$ cat src/rtl/latch_bank_ctrl.sv
// latch_bank_ctrl: round-robin arbitrated controller for a bank of 8-bit
// level-sensitive latch words. A write runs SETUP -> STROBE -> HOLD, so D is
// stable around every enable pulse. A read registers the selected word's Q.
// Optional build macro: LATCH_BANK_VERIFY_EN adds a VERIFY state that reads
// back the written word and sets a sticky err flag on mismatch.
module latch_bank_ctrl #(
  parameter int NUM_WORDS = 4,
  parameter int ADDR_W    = 2,
  parameter int EN_CYCLES = 1
) (
  input  logic                   clk,
  input  logic                   reset,
  input  logic                   req_a,
  input  logic                   we_a,
  input  logic [ADDR_W-1:0]      addr_a,
  input  logic [7:0]             wdata_a,
  output logic                   gnt_a,
  output logic                   done_a,
  input  logic                   req_b,
  input  logic                   we_b,
  input  logic [ADDR_W-1:0]      addr_b,
  input  logic [7:0]             wdata_b,
  output logic                   gnt_b,
  output logic                   done_b,
  output logic [7:0]             rdata,
  output logic [7:0]             mem_D,
  output logic [NUM_WORDS-1:0]   mem_E,
  input  logic [8*NUM_WORDS-1:0] mem_Q,
  output logic                   busy,
  output logic                   err
);

  typedef enum logic [2:0] {
    S_IDLE,
    S_SETUP,
    S_STROBE,
    S_HOLD,
    S_READ,
`ifdef LATCH_BANK_VERIFY_EN
    S_ACK,
    S_VERIFY
`else
    S_ACK
`endif
  } state_t;

  state_t                r_state;
  state_t                w_next;
  logic                  r_owner_b;   // 1 = current access belongs to B
  logic                  r_last_b;    // 1 = last grant went to B
  logic [ADDR_W-1:0]     r_addr;
  logic [7:0]            r_wdata;
  logic [3:0]            r_cnt;
  logic                  r_gnt_a;
  logic                  r_gnt_b;
  logic [7:0]            r_rdata;
  logic [7:0]            r_mem_d;
  logic [NUM_WORDS-1:0]  w_mem_e;
  logic                  w_any;
  logic                  w_pick_a;
  logic                  w_win_we;
  logic [ADDR_W-1:0]     w_win_addr;
  logic [7:0]            w_win_wdata;

  // Select word a from the concatenated latch outputs; out-of-range reads 0.
  function automatic logic [7:0] word_sel(input logic [8*NUM_WORDS-1:0] q,
                                          input logic [ADDR_W-1:0] a);
    logic [7:0] w;
    w = 8'h00;
    for (int k = 0; k < NUM_WORDS; k++) begin
      if (a == ADDR_W'(k)) w = q[8*k +: 8];
    end
    return w;
  endfunction

  // On a tie the requester that was not granted last time wins.
  assign w_any       = req_a || req_b;
  assign w_pick_a    = req_a && (!req_b || r_last_b);
  assign w_win_we    = w_pick_a ? we_a    : we_b;
  assign w_win_addr  = w_pick_a ? addr_a  : addr_b;
  assign w_win_wdata = w_pick_a ? wdata_a : wdata_b;

  // State register.
  always_ff @(posedge clk or posedge reset) begin
    if (reset) r_state <= S_IDLE;
    else       r_state <= w_next;
  end

  // Next-state logic and the enable decode (only in STROBE, only in range).
  always_comb begin
    w_next  = r_state;
    w_mem_e = '0;
    case (r_state)
      S_IDLE:   if (w_any) w_next = w_win_we ? S_SETUP : S_READ;
      S_SETUP:  w_next = S_STROBE;
      S_STROBE: begin
        for (int k = 0; k < NUM_WORDS; k++) begin
          if (r_addr == ADDR_W'(k)) w_mem_e[k] = 1'b1;
        end
        if (r_cnt == 4'd0) w_next = S_HOLD;
      end
`ifdef LATCH_BANK_VERIFY_EN
      S_HOLD:   w_next = S_VERIFY;
      S_VERIFY: w_next = S_ACK;
`else
      S_HOLD:   w_next = S_ACK;
`endif
      S_READ:   w_next = S_ACK;
      S_ACK:    w_next = S_IDLE;
      default:  w_next = S_IDLE;
    endcase
  end

  // Capture the winner's request, update round-robin history, pulse gnt.
  always_ff @(posedge clk or posedge reset) begin
    if (reset) begin
      r_owner_b <= 1'b0;
      r_last_b  <= 1'b1;
      r_addr    <= '0;
      r_wdata   <= 8'h00;
      r_gnt_a   <= 1'b0;
      r_gnt_b   <= 1'b0;
    end else begin
      r_gnt_a <= 1'b0;
      r_gnt_b <= 1'b0;
      if (r_state == S_IDLE && w_any) begin
        r_owner_b <= !w_pick_a;
        r_last_b  <= !w_pick_a;
        r_addr    <= w_win_addr;
        r_wdata   <= w_win_wdata;
        r_gnt_a   <= w_pick_a;
        r_gnt_b   <= !w_pick_a;
      end
    end
  end

  // Strobe dwell counter: loaded in SETUP, counts down through STROBE.
  always_ff @(posedge clk or posedge reset) begin
    if (reset) begin
      r_cnt <= 4'd0;
    end else if (r_state == S_SETUP) begin
      r_cnt <= 4'(EN_CYCLES - 1);
    end else if (r_state == S_STROBE && r_cnt != 4'd0) begin
      r_cnt <= r_cnt - 4'd1;
    end
  end

  // Data bus is loaded as SETUP begins so it leads the strobe by one cycle;
  // it then holds until the next write.
  always_ff @(posedge clk or posedge reset) begin
    if (reset) begin
      r_mem_d <= 8'h00;
    end else if (r_state == S_IDLE && w_any && w_win_we) begin
      r_mem_d <= w_win_wdata;
    end
  end

  // Read result is captured in READ and held until the next read.
  always_ff @(posedge clk or posedge reset) begin
    if (reset) begin
      r_rdata <= 8'h00;
    end else if (r_state == S_READ) begin
      r_rdata <= word_sel(mem_Q, r_addr);
    end
  end

`ifdef LATCH_BANK_VERIFY_EN
  logic r_err;

  // True when address a maps onto a real word.
  function automatic logic in_range(input logic [ADDR_W-1:0] a);
    logic hit;
    hit = 1'b0;
    for (int k = 0; k < NUM_WORDS; k++) begin
      if (a == ADDR_W'(k)) hit = 1'b1;
    end
    return hit;
  endfunction

  // Sticky read-back error; out-of-range writes are not compared.
  always_ff @(posedge clk or posedge reset) begin
    if (reset) begin
      r_err <= 1'b0;
    end else if (r_state == S_VERIFY && in_range(r_addr) &&
                 word_sel(mem_Q, r_addr) != r_wdata) begin
      r_err <= 1'b1;
    end
  end

  assign err = r_err;
`else
  assign err = 1'b0;
`endif

  assign gnt_a  = r_gnt_a;
  assign gnt_b  = r_gnt_b;
  assign done_a = (r_state == S_ACK) && !r_owner_b;
  assign done_b = (r_state == S_ACK) &&  r_owner_b;
  assign rdata  = r_rdata;
  assign mem_D  = r_mem_d;
  assign mem_E  = w_mem_e;
  assign busy   = (r_state != S_IDLE);

endmodule

$ cat config.mk
export PLATFORM = sky130hd
export DESIGN_NAME = latch_bank_ctrl
export DESIGN_NICKNAME = d
export VERILOG_FILES = /design/src/rtl/latch_bank_ctrl.sv
export SDC_FILE = /design/constraint.sdc
export NUM_CORES = 1
export LEC_CHECK = 0
export CELL_PAD_IN_SITES_DETAIL_PLACEMENT = 0
export CELL_PAD_IN_SITES_GLOBAL_PLACEMENT = 1
export CORE_ASPECT_RATIO = 1.2
export CORE_UTILIZATION = 30
export CTS_BUF_LIST = sky130_fd_sc_hd__clkbuf_2
export DETAILED_ROUTE_END_ITERATION = 8
export PLACE_DENSITY_LB_ADDON = 0.1
export SLEW_MARGIN = 25
export SYNTH_ARGS = -nofsm -noshare
export SYNTH_HDL_FRONTEND = slang
export SYNTH_SLANG_ARGS = --single-unit
$ cat constraint.sdc
create_clock -name clk -period 1.8 [get_ports clk]
set_input_delay 0.18 -clock clk [delete_from_list [all_inputs] [get_ports clk]]
set_output_delay 0.18 -clock clk [all_outputs]
set_load 0.005 [all_outputs]
==> results.py, run 1 <==
metrics = {
    "cts": {
        "ctsLongestPathBuffers": 2,
        "cts_sinks": 29,
        "cts_tree": "done",
        "postCtsHoldBufs": 0,
        "htree_levels": 2,
        "clkLatencyLatePin_ns": 0.35,
        "root_buffer": "clkbuf_2",
        "clkTransAtPathRegs_ns": 0.15,
        "cts_buffers": 5,
    },
    "detailed_routing": {
        "detail-route-antenna-nets": 0,
        "drc": 0,
        "vias_per_cell": 4.98,
        "drt_iter0_markers": 26,
        "wire_per_inst_um": 14.7,
        "first_pass_iters": 4,
        "num_vias": 1514,
        "drt_wl_total_um": 4480,
    },
    "die": {
        "die_w_um": 68.8,
        "core-area_um2": 5040,
        "initial_core_util": 0.319,
        "ios": 84,
        "die_area_um2": 5660,
        "rows": 28,
        "die_h_um": 82.2,
    },
    "timing": {
        "fin_setup_tns_ns": 0,
        "fmax_mhz": 577,
        "fin_crit_ns": 1.73,
        "tightest_slew_ns": 0.497,
        "worst_clock_skew_ns": 0.00728,
        "slew_headroom": 0.668,
        "final-setup-viol-count": 0,
        "finalCritPeriodShare": 0.963,
        "drv_slew": 0,
        "hold_violations": 0,
        "hold_slack_ns": 0.193,
        "rsz0062_at_grt": "true",
    },
    "power": {
        "power.leakage_uw": 0.00117,
        "p_comb_frac": 0.567,
        "power.density_nw_per_um2": 1250,
        "p_clk_frac": 0.101,
        "switching_share": 0.342,
        "cell_internal_pwr_uw": 2190,
        "p_switching_uw": 1140,
        "sequentialPowerShare": 0.332,
        "irDropWorstVdd_v": 0.000551,
    },
    "place": {
        "placed_cell_area_um2": 2560,
        "routabilityCongestion": 0.779,
        "dpl.hpwl_um": 3440,
        "dp.cells": 291,
        "port_buffers": 82,
    },
    "synthesis": {
        "synthFlopType": "dfrtp_1",
        "yosys-top-cells-area": "dfrtp_1, mux4_1, mux2_2, mux4_2, nor2_1",
        "syn_avg_cell_area_um2": 11.3,
        "synthCells": 142,
        "yosysTopAreaCell": "dfrtp_1",
        "synth_top_cell_area_share": 0.436,
        "syn_nets": 202,
        "syn-cell-area_um2": 1610,
        "ys_types": 43,
        "synth_warnings": 0,
        "synth_edf_count": 0,
        "async_flop_share": 1.00,
        "seq_area_frac_synth": 0.452,
        "synth_seq_cells": 29,
    },
    "run_status": {
        "outcome": "finished, final reports clean",
    },
    "cells_and_area": {
        "final_common_cell": "clkdlybuf4s50_1",
        "drive_above_1_share": 0.230,
        "antenna_cells": 0,
        "design_area_um2": 2670,
        "layout_common_cells": "clkdlybuf4s50_1, dfrtp_1, nor2_1",
        "fin_cells": 304,
        "area_growth_pct": 65.9,
        "post-route-util": 0.529,
        "fin_nets": 303,
    },
    "setup_path": {
        "worstSetupPathType": "reg -> out",
        "crit_fanout": 3,
        "required_ns": 1.62,
        "worstPathArrival_ns": 1.55,
        "startpoint_type": "register",
        "crit_path_end_kind": "output port",
    },
    "grt": {
        "grt-ovfl-total": 0,
        "gr-usage-all-layers": 0.169,
        "grt_pass1_vias": 1573,
        "grt_max_degree": 30,
        "grt_antenna_before_repair": 0,
        "grt_pass1_wl_um": 6980,
    },
    "job": {
        "max_cap_viol_count": 0,
    },
    "hold_path": {
        "hold_class": "in -> async",
    },
}
==> final timing paths <==
path / slack (ns) / depth (start not counted) / start / end
setup / recovery: 0.07 / 4 / r_state[2] / mem_E[0]
hold reg to reg: 0.52 / 1 / rdata[1] / rdata[1]
max in group asynchronous: 1.28 / 3 / reset / r_last_b
hold / removal: 0.19 / 3 / reset / r_state[1]
setup reg to reg: 0.15 / 7 / r_state[2] / mem_D[6]
min in group clk: 0.41 / 3 / wdata_a[3] / mem_D[3]
==> power groups by stage <==
stage | clock network [uW] | logic [uW] | registers [uW]
2_1_floorplan | 0 | 899 | 1110
3_3_place_gp | 0 | 1720 | 1120
3_5_place_dp | 0 | 1760 | 1120
4_1_cts | 360 | 1910 | 1110
5_1_grt | 382 | 2070 | 1150
6_report | 338 | 1890 | 1110
==> cells in the mapped netlist (2+ instances only) <==
cell      number
nand2_1        5
nor2_1        16
mux4_1         5
a211oi_1       2
xnor2_1        4
dfrtp_1       28
mux2i_1        2
mux4_2         3
and3_1         2
o22ai_1        8
buf_6          2
mux2_2         8
ha_1           2
nand3_1        2
nor3b_1        2
nor2b_1        2
a21oi_1       10
nor3_2         2
inv_1         13
==> metrics by stage <==
step	setup WS, ns	total power, uW
after floorplan	0.319	2010
after global placement	0.105	2840
after detailed placement	0.00602	2880
after CTS	0.00308	3380
after global routing	-0.0163	3600
final	0.0670	3340
==> state kept, by name (all words and copies together), names as in the netlist <==
signal and count:
r_cnt 4, r_addr 2, gnt_b 1, mem_D 8, r_state 3, r_last_b 1, r_owner_b 1, rdata 8
gnt_a 1
==> routing by layer <==
metal | wire, um | up-vias | global-route usage
li1 | - | 721 | -
met1 | 1670 | 723 | 0.184
met2 | 2380 | 62 | 0.304
met3 | 357 | 8 | 0.0536
met4 | 70 | 0 | 0.0612
met5 | 0 | - | 0
==> critical path, stage by stage, from the launching register on <==
cell	delay [ns]
dfrtp_1	0.42
buf_6	0.13
or3b_4	0.41
nor3_4	0.12
buf_2	0.14
==> area by class of cell <==
type / instances / area (um2)
multi-input cells: 94 / 835
repair buffers: 99 / 938
flip-flops and latches: 29 / 727
fillers: 472 / 2380
well taps: 60 / 75.1
inverters: 14 / 52.6
clock buffers: 8 / 40.0
==> cells by family after synthesis <==
| group | synth area share |
|---|---|
| flip-flops | 0.452 |
| other | 0.00233 |
| adder cells (fa/ha/maj) | 0.0156 |
| AO/OA/AOI/OAI | 0.105 |
| XOR/XNOR | 0.0218 |
| multiplexers | 0.192 |
| buffers and inverters | 0.0560 |
| AND/OR/NAND/NOR | 0.155 |
==> timing repair <==
action / in CTS / in global routing
endpoints found under the setup margin: 7 / 13
pin swaps: 1 / 1
buffers inserted: 5 / 0
gates resized for setup: 20 / 11
Note: power is estimated with default switching activity, not from simulation.
==> run 2: changes to the inputs <==
--- a/config.mk
+++ b/config.mk
@@ -5,6 +5,7 @@
 export SDC_FILE = /design/constraint.sdc
 export NUM_CORES = 1
 export LEC_CHECK = 0
+export CAP_MARGIN = 20
 export CELL_PAD_IN_SITES_DETAIL_PLACEMENT = 0
 export CELL_PAD_IN_SITES_GLOBAL_PLACEMENT = 1
 export CORE_ASPECT_RATIO = 1.2
==> results of run 2 <==
The final DEF is identical to that of run 1; final timing and power are the same.
